===== config.mk =====
export PLATFORM = sky130hd
export DESIGN_NAME = seq_gen_n
export DESIGN_NICKNAME = d
export VERILOG_FILES = /design/src/rtl/seq_gen_n.sv
export SDC_FILE = /design/constraint.sdc
export NUM_CORES = 1
export LEC_CHECK = 0
export ABC_AREA = 1
export BUFFER_PORTS_ARGS = -buffer_cell sky130_fd_sc_hd__buf_4
export CAP_MARGIN = 10
export CELL_PAD_IN_SITES_DETAIL_PLACEMENT = 1
export CELL_PAD_IN_SITES_GLOBAL_PLACEMENT = 1
export CORE_ASPECT_RATIO = 0.7
export CORE_UTILIZATION = 36
export CTS_CLUSTER_DIAMETER = 40
export DETAILED_ROUTE_END_ITERATION = 6
export PLACE_DENSITY = 0.85
export SETUP_SLACK_MARGIN = 0.3
export SYNTH_ARGS = -nofsm -noshare
export SYNTH_HDL_FRONTEND = slang
export SYNTH_SLANG_ARGS = --single-unit

===== constraint.sdc =====
create_clock -name clk -period 2.05 [get_ports clk]
set_clock_uncertainty 0.2 [all_clocks]
set_input_delay 0.615 -clock clk [delete_from_list [all_inputs] [get_ports clk]]
set_output_delay 0.615 -clock clk [all_outputs]
set_load 0.03 [all_outputs]

===== src/rtl/seq_gen_n.sv =====
// Sequence generator with up, down, gray and ping-pong modes.
// IDLE/RUN/HOLD control; q is decoded from the registered index and latched mode.
module seq_gen_n #(
  parameter int unsigned WIDTH = 3,
  parameter int unsigned LAST  = 2**WIDTH - 1
) (
  input  logic             clk,
  input  logic             reset,
  input  logic             show,
  input  logic             stop,
  input  logic [1:0]       mode,
  output logic [WIDTH-1:0] q,
  output logic             running,
  output logic             wrap
);

  typedef enum logic [1:0] {
    IDLE = 2'b00,
    RUN  = 2'b01,
    HOLD = 2'b10
  } state_t;

  typedef enum logic [1:0] {
    M_UP   = 2'b00,
    M_DOWN = 2'b01,
    M_GRAY = 2'b10,
    M_PING = 2'b11
  } mode_t;

  localparam logic [WIDTH-1:0] LAST_V = WIDTH'(LAST);
  localparam logic [WIDTH-1:0] ONE_V  = WIDTH'(1);

  state_t           r_state;
  logic [WIDTH-1:0] r_idx;
  logic [1:0]       r_mreg;
  logic             r_dir;
  logic             r_wrap;

  logic [WIDTH-1:0] w_next_idx;
  logic             w_next_dir;
  logic             w_next_wrap;

  always_comb begin
    w_next_idx  = r_idx;
    w_next_dir  = r_dir;
    w_next_wrap = 1'b0;
    case (mode_t'(r_mreg))
      M_DOWN: begin
        if (r_idx == '0) begin
          w_next_idx  = LAST_V;
          w_next_wrap = 1'b1;
        end else begin
          w_next_idx = r_idx - ONE_V;
        end
      end
      M_PING: begin
        // Direction turns on the step that leaves an endpoint, so neither end repeats.
        if (r_dir) begin
          if (r_idx == LAST_V) begin
            w_next_idx = r_idx - ONE_V;
            w_next_dir = 1'b0;
          end else begin
            w_next_idx = r_idx + ONE_V;
          end
        end else begin
          if (r_idx == '0) begin
            w_next_idx = ONE_V;
            w_next_dir = 1'b1;
          end else begin
            w_next_idx = r_idx - ONE_V;
          end
        end
        w_next_wrap = (r_idx == ONE_V) && (w_next_idx == '0);
      end
      default: begin
        if (r_idx == LAST_V) begin
          w_next_idx  = '0;
          w_next_wrap = 1'b1;
        end else begin
          w_next_idx = r_idx + ONE_V;
        end
      end
    endcase
  end

  always_ff @(posedge clk) begin
    if (!reset) begin
      r_state <= IDLE;
      r_idx   <= '0;
      r_dir   <= 1'b1;
      r_mreg  <= '0;
      r_wrap  <= 1'b0;
    end else begin
      r_wrap <= 1'b0;
      if (!show) begin
        r_state <= IDLE;
        r_idx   <= '0;
        r_dir   <= 1'b1;
        r_mreg  <= '0;
      end else if (stop) begin
        if (r_state == RUN) r_state <= HOLD;
      end else begin
        case (r_state)
          IDLE: begin
            r_state <= RUN;
            r_mreg  <= mode;
            r_idx   <= (mode == M_DOWN) ? LAST_V : '0;
            r_dir   <= 1'b1;
          end
          HOLD: r_state <= RUN;
          RUN: begin
            r_idx  <= w_next_idx;
            r_dir  <= w_next_dir;
            r_wrap <= w_next_wrap;
          end
          default: r_state <= IDLE;
        endcase
      end
    end
  end

  assign q       = (r_mreg == M_GRAY) ? (r_idx ^ (r_idx >> 1)) : r_idx;
  assign running = (r_state == RUN);
  assign wrap    = r_wrap;

endmodule

# Yosys cells after proc, flatten, opt, wreduce, memory -nomap -nowiden
# Cells that the tools add are included.
# totals
in_bits,6
ramBits,0
output_inout_bits,5
register_bits,9
rom_bits,0
n_memories,0
latchBits,0
# classes
n_mul,0
n_div,0
bitwise_logic,5
muxes,20
n_reduce_logical,12
eq_ne,11
shifts,0
addsub,2
order_cmp,0
# op_table
cell,count
$mux W3,8
$pmux W3 S2,2
$reduce_and A2 Y1,4
$eq A2 B1 Y1 const B,3
$eq A2 B2 Y1 const B,3
$logic_not A3 Y1,2
$mux W1,5
$mux W2,2
$ne A2 B1 Y1 const B,2
$not A1 Y1,4
$pmux W1 S2,2
$pmux W2 S2,1
$reduce_or A4 Y1,1
$add A3 B1 Y3 const B,1
$eq A3 B1 Y1 const B,1
$eq A3 B3 Y1 const B,1
$reduce_and A3 Y1,1
$sub A3 B1 Y3 const B,1
$xor A3 B2 Y3,1
$logic_not A2 Y1,1
$ne A2 B2 Y1 const B,1
$reduce_bool A2 Y1,1
$reduce_or A2 Y1,1
$logic_and A1 B1 Y1,1

# Depth between registers and ports, before layout
# Gate-level depths: netlist (run 1).
# depth
depth_word,7
mapped_depth,10
depth_no_buf,10

# Worst setup path before layout (run 1)
# Ideal clock, no wire load.
# synth_path
kind,register to output
from,reg r_mreg[0]
to,out q[0]
t_required_ns,1.235
path_stages_with_launch,4
arrival_time_ns,1.200
path_buffers,1
path_slack_ns,0.035
path_cell_list,dfxtp_1 > clkbuf_2 > nor2_1 > o21ai_0
# synth_via
elab_chain_len,2
# synth_lines
item,line,text
"start, declared",35,logic [1:0] r_mreg;
"start signal, assigned",106,r_mreg <= mode;
$eq A2 B2 Y1,122,assign q = (r_mreg == M_GRAY) ? (r_idx ^ (r_idx >> 1)) : r_idx;
$mux W3,122,
"end, declared",12,"output logic [WIDTH-1:0] q,"
# Every way passes these cells.

# Worst setup path after layout (run 1)
# layout_path
from,reg r_idx[1]
to,out q[0]
# layout_via
elab_chain_len,2
# layout_lines
item,line,text
"start, declared",34,logic [WIDTH-1:0] r_idx;
"start signal, assigned",107,r_idx <= (mode == M_DOWN) ? LAST_V : '0;
"start signal, assigned",112,r_idx <= w_next_idx;
$xor A3 B2 Y3,122,
$mux W3,122,
# Every way passes these cells.

==> flow_metrics.env, run 1 <==
export IMPL_async_reset_ff_share_pct=0
export IMPL_clkSinkCount=9
export IMPL_die_h_um=38.35
export IMPL_p_total_uw=493.6
export IMPL_slew_viol_final=0
export IMPL_ys_seq_area_share_pct=26.52
export IMPL_avgSynthCellArea_um2=6.066
export IMPL_r2r_slack_ns=0.13
export IMPL_finalNetCount=155
export IMPL_final_hold_violation_count=0
export IMPL_routabilityCongestion=0.9071
export IMPL_clock_fmax_ghz=0.4936
export IMPL_synth_enable_flop_cells=0
export IMPL_synth_top_cells_by_count="nand2_1 (26), inv_1 (19), nand3_1 (12), nor2_1 (12), dfxtp_1 (9)"
export IMPL_worst_path_dominant_cell_family="flip-flops"
export IMPL_cts_buffers=3
export IMPL_port_buffer_count=10
export IMPL_synthesis_area_um2=679.4
export IMPL_finalCoreUtilization_pct=67.04
export IMPL_floorplan_io_pins=11
export IMPL_timing_worst_setup_path_type="flip-flop to output port"
export IMPL_cp_required_ns=1.23
export IMPL_post_place_cell_area_um2=849.6
export IMPL_clock_tree_htree_level_count=1
export IMPL_post_route_cell_area_mm2=0.001127
export IMPL_worstHoldPathType="flip-flop to flip-flop"
export IMPL_yosysWarningCount=0
export IMPL_grt_start_max_net_pins=8
export IMPL_critPathCaptureType="output port"
export IMPL_ant_nets=0
export IMPL_die_area_mm2=0.002068
export IMPL_via_count=954
export IMPL_cp_data_arrival_time_ns=1.21
export IMPL_power_density_mw_per_mm2=437.8
export IMPL_post_synth_num_cell_types=19
export IMPL_route_detailed_wl_per_inst_um=21.57
export IMPL_grt_antenna_before_repair=0
export IMPL_post_synth_inst_count=112
export IMPL_ys_ff_latch=9
export IMPL_yosysTopAreaCellShare_pct=26.52
export IMPL_detailed_route_wire_length_mm=3.538
export IMPL_coreArea_mm2=0.001682
export IMPL_synth_main_ff_cell="dfxtp_1"
export IMPL_path_max_fanout=2
export IMPL_grt_pass1_wl_mm=4.174
export IMPL_first_global_vias=851
export IMPL_drt_first_pass_iters=4
export IMPL_crit_path_start_kind="flip-flop"
export IMPL_drt_first_iter_violations=46
export IMPL_postSynthNetCount=123
export IMPL_fin_crit_sh_pct=98.83
export IMPL_cpPeakStageDelay_ns=0.36
export IMPL_leading_cell_type_by_number_of_instances_after_synthesis="nand2_1"
export IMPL_finish_stage_setup_viols=0
export IMPL_nFillCells=206
export IMPL_chipWidth_um=53.93
export IMPL_grt_setup_unrepaired="true"
export IMPL_clock_latency_ns=0.27
export IMPL_max_slew_margin_pct=71.58
export IMPL_synth_top_area_cell="dfxtp_1"
export IMPL_path_cells="inv_4, ha_4, nand2_4, o21ai_4, buf_6"
export IMPL_layout_area_overhead_vs_synth_pct=65.93
export IMPL_tritoncts="built"
export IMPL_post_route_min_period_ns=2.026
export IMPL_layout_drive_gt1_share_pct=48.95
export IMPL_cts_hold_fix_buffers=0
export IMPL_detail_routed_via_count_per_cell=5.817
export IMPL_insertedDiodeCount=0
export IMPL_groute_usage_overall_pct=29.98
export IMPL_worstPathBufferInverterCount=2
export IMPL_global_route_overflow_total=0
export IMPL_status="finished, final reports clean"
export IMPL_path_clk_slew_ns=0.07
export IMPL_vdd_ir_drop_max_uv=314.9
export IMPL_initial_utilization_pct=40.40
export IMPL_clk_root_buffer_cell="clkbuf_4"
export IMPL_slowest_stage="dfxtp_2"
export IMPL_leakage_uw=0.0005521
export IMPL_detail_route_drc_violations=0
export IMPL_row_count=12
export IMPL_clk_path_buf_depth=2
export IMPL_max_cap_violations=0
export IMPL_synthTopCellsByArea="dfxtp_1 (27%), nand2_1 (14%), inv_1 (10%)"
export IMPL_detailedPlacementHpwl_mm=1.758
export IMPL_worst_slew_pin_transition_ns=0.4243
## cell usage in the layout (no fill, tap or decap)
cell / instances
a31oi_1: 1
a211oi_1: 1
clkbuf_1: 1
a21oi_2: 3
nand2_1: 20
dfxtp_1: 2
o211ai_1: 1
nor3_1: 2
xor2_4: 1
buf_4: 22
nor2_2: 3
nor2_1: 8
nand3_1: 9
o21ai_1: 1
ha_1: 2
nand2_2: 4
o21ai_0: 7
a21oi_1: 6
nand3_2: 3
clkbuf_4: 3
o21ai_4: 1
nand2_4: 4
dfxtp_2: 5
inv_2: 4
nor2_4: 1
ha_4: 3
buf_6: 7
inv_4: 4
inv_1: 12
dfxtp_4: 2
## power by group
| group | internal, uW | total [uW] | switching, uW | leakage, uW |
|---|---|---|---|---|
| Combinational | 62.9 | 161 | 98.4 | 0.000460 |
| Clock | 75.4 | 145 | 69.3 | 0.0000150 |
| Sequential | 180 | 188 | 7.43 | 0.0000770 |
| Total | 319 | 494 | 175 | 0.000552 |
## layer usage
metal | share of wire (%) | vias up | routed length (um) | global-route usage (%)
met3 | 9.6 | 19 | 341 | 9.921
met4 | 3.3 | 0 | 117 | 8.553
met2 | 47 | 64 | 1650 | 52.47
met1 | 40 | 449 | 1429 | 34.51
met5 | 0 | - | 0 | 0
li1 | - | 422 | - | -
## worst min-delay path: stages (launching register included)
cell and delay, ns:
dfxtp_4 0.37, inv_1 0.12, a211oi_1 0.09
## registers in the layout (all words and copies together) (netlist names)
name / flops
r_mreg: 2
r_idx: 3
r_state: 2
r_dir: 1
wrap: 1
## what timing repair did
item	4_1_cts	5_1_grt
setup buffers	8	8
pin swaps	4	8
resized for setup	19	24
cloned	0	0
endpoints found under the setup margin	4	10
## area by class of cell
class / count / area, um^2 / area share (%)
clock buffers: 4 / 26.28 / 2.331
inverters: 20 / 85.08 / 7.547
multi-input cells: 81 / 551.8 / 48.95
flip-flops and latches: 9 / 193.9 / 17.20
well taps: 21 / 26.28 / 2.331
repair buffers: 29 / 244.0 / 21.64
## kinds of logic (layout without fill, tap and decap cells)
family / Yosys count / in the layout / synth area share (%)
buffers and inverters: 22 / 53 / 12.89
XOR/XNOR: 1 / 1 / 1.289
flip-flops: 9 / 9 / 26.52
adder cells (fa/ha/maj): 5 / 5 / 9.208
AO/OA/AOI/OAI: 21 / 21 / 16.94
AND/OR/NAND/NOR: 54 / 54 / 33.15
## through the flow
stage / setup TNS [ns] / worst slack [ns] / std cells / hold WS [ns]
2_1_floorplan: 0 / 0.3007 / 112 / 0.2767
3_3_place_gp: 0 / 0.08964 / 144 / 0.3100
3_5_place_dp: 0 / 0.1077 / 144 / 0.3312
4_1_cts: 0 / 0.05503 / 156 / 0.3513
5_1_grt: -0.001305 / -0.001305 / 164 / 0.4223
6_report: 0 / 0.02399 / 164 / 0.4191
## path summary, 6_finish.rpt
path | startpoint | endpoint | cells past startpoint
min | r_state[0] | r_state[1] | 2
min reg2reg | r_state[0] | r_state[1] | 2
max | r_idx[1] | q[0] | 5
max reg2reg | r_idx[0] | r_idx[2] | 11
Note: power is estimated with default switching activity, not from simulation.
==> run 2, diff against run 1 <==
Settings changed: CORE_ASPECT_RATIO 0.7 to not set, GPL_ROUTABILITY_DRIVEN set to 0.
==> run 2 against run 1 <==
Final cell count is 1.8% higher. Combinational power is 4% lower. Critical path depth is 1 higher. Global-route usage is 1.4 points higher. Largest power group unchanged. Clock-buffer cell count stayed put. First-iteration DRC count is 30% lower. Sequential cell count stayed put. Utilization is 4.5 points lower.
==> flow_metrics.env, run 2 (synthesized netlist as in run 1, its figures left out) <==
export IMPL_status="finished, final reports clean"
export IMPL_die_h_um=45.44
export IMPL_port_buffer_count=10
export IMPL_row_count=15
export IMPL_slew_viol_final=0
export IMPL_drt_first_pass_iters=4
export IMPL_layout_commonest_cell="buf_4"
export IMPL_setup_tns_ns=0
export IMPL_detail_routed_via_count_per_cell=5.623
export IMPL_die_area_mm2=0.002065
export IMPL_met2_grt_util_pct=58.29
export IMPL_grt_antenna_before_repair=0
export IMPL_crit_path_start_kind="flip-flop"
export IMPL_vdd_ir_drop_max_uv=454.7
export IMPL_dp_worst_slack_ns=0.1304
export IMPL_critPathCaptureType="output port"
export IMPL_detailed_route_wire_length_mm=3.468
export IMPL_drt_first_iter_violations=32
export IMPL_coreArea_mm2=0.001745
export IMPL_clkSinkCount=9
export IMPL_globalRoute_busiestLayer="met2"
export IMPL_worst_slew_pin_transition_ns=0.4592
export IMPL_clock_fmax_ghz=0.4949
export IMPL_nFillCells=226
export IMPL_leakage_uw=0.0005413
export IMPL_worstHoldPathType="flip-flop to flip-flop"
export IMPL_fin_crit_sh_pct=98.56
export IMPL_route_detailed_wl_per_inst_um=20.77
export IMPL_met1_usage_pct=35.45
export IMPL_finalCoreUtilization_pct=62.58
export IMPL_path_clk_slew_ns=0.07
export IMPL_layout_drive_gt1_share_pct=45.07
export IMPL_initial_utilization_pct=38.92
export IMPL_clock_latency_ns=0.25
export IMPL_finalNetCount=154
export IMPL_clk_path_buf_depth=2
export IMPL_cp_required_ns=1.23
export IMPL_clock_tree_htree_level_count=1
export IMPL_grt_setup_unrepaired="true"
export IMPL_post_place_cell_area_um2=854.6
export IMPL_tritoncts="built"
export IMPL_cp_data_arrival_time_ns=1.21
export IMPL_max_slew_margin_pct=69.25
export IMPL_clk_root_buffer_cell="clkbuf_4"
export IMPL_via_count=939
export IMPL_path_max_fanout=3
export IMPL_post_route_min_period_ns=2.021
export IMPL_timing_worst_setup_path_type="flip-flop to output port"
export IMPL_cts_buffers=3
export IMPL_top_register_by_number_of_flip_flops="r_idx"
export IMPL_detail_route_drc_violations=0
export IMPL_regToRegStartpoint="r_idx[0]"
export IMPL_worst_setup_path_endpoint="q[0]"
export IMPL_detailedPlacementHpwl_mm=1.667
export IMPL_timing_reg2reg_worst_path_depth=11
export IMPL_final_cell_mix="buf_4 (22), nand2_1 (18), inv_1 (14), nand3_1 (11), nor2_1 (10)"
export IMPL_largest_register_ff_count=3
export IMPL_gr_usage_met3_pct=5.159
export IMPL_ant_nets=0
export IMPL_worstSetupStartpoint="r_mreg[1]"
export IMPL_chipWidth_um=45.44
export IMPL_final_hold_violation_count=0
export IMPL_global_route_overflow_total=0
export IMPL_insertedDiodeCount=0
export IMPL_post_route_cell_area_mm2=0.001092
export IMPL_grt_start_max_net_pins=8
export IMPL_final_critical_path_setup_slack_ns=0.02944
export IMPL_finish_stage_setup_viols=0
export IMPL_biggestRegsByFlops="r_idx (3), r_mreg (2), r_state (2)"
export IMPL_max_cap_violations=0
export IMPL_groute_usage_overall_pct=31.38
export IMPL_floorplan_io_pins=11
export IMPL_grt_pass1_wl_mm=4.498
export IMPL_layout_area_overhead_vs_synth_pct=60.77
export IMPL_cts_hold_fix_buffers=0
export IMPL_r2r_slack_ns=0.29
export IMPL_first_global_vias=949
export IMPL_rr_endpoint="r_idx[2]"
export IMPL_power_density_mw_per_mm2=438.0
==> run 2: final cells by class <==
| class | count | area [um^2] | area share [%] |
|---|---|---|---|
| multi-input combinational | 81 | 518.0 | 47.42 |
| timing repair buffer | 28 | 232.7 | 21.31 |
| sequential | 9 | 198.9 | 18.21 |
| inverter | 20 | 85.08 | 7.789 |
| tap | 25 | 31.28 | 2.864 |
| clock buffer | 4 | 26.28 | 2.405 |
==> run 2: worst min-delay path by stage <==
| stage | from | endpoint | cells after the start |
|---|---|---|---|
| after floorplan | r_state[0] | wrap | 2 |
| after global placement | r_state[1] | r_state[1] | 2 |
| after detailed placement | r_state[0] | wrap | 2 |
| after CTS | r_state[0] | wrap | 2 |
| after global routing | r_state[0] | wrap | 2 |
| final | r_state[0] | wrap | 2 |
==> run 2: stage by stage <==
stage / power, uW / std cells / hold slack [ns]
2_1_floorplan: 261.9 / 112 / 0.2767
3_3_place_gp: 291.3 / 148 / 0.3054
3_5_place_dp: 297.3 / 148 / 0.3165
4_1_cts: 455.1 / 161 / 0.3227
5_1_grt: 495.8 / 167 / 0.3872
6_report: 478.4 / 167 / 0.3785
==> run 2: what timing repair did <==
item / 4_1_cts / 5_1_grt
endpoints found under the hold margin: 0 / 0
setup buffers: 9 / 6
endpoints found under the setup margin: 4 / 8
gates resized for setup: 22 / 15
pin swaps: 4 / 1
gates cloned: 0 / 0
==> run 2: critical path: stages, from the launching register on <==
cell	delay [ns]
dfxtp_2	0.35
inv_2	0.06
nor2_4	0.13
buf_4	0.15
nand2_4	0.05
o21ai_4	0.06
buf_6	0.15
==> run 2: power by group <==
part	leakage, uW	internal [uW]	switching [uW]
clock	0.0000150	74.9	61.9
sequential	0.0000776	178	8.42
combinational	0.000449	60.6	94.2
total	0.000541	314	164
==> run 2: routing by layer <==
metal,vias to the layer above,part of all wire (%)
met1,458,41
met2,41,48
li1,416,-
met3,24,5.6
met4,0,5.1
met5,-,0
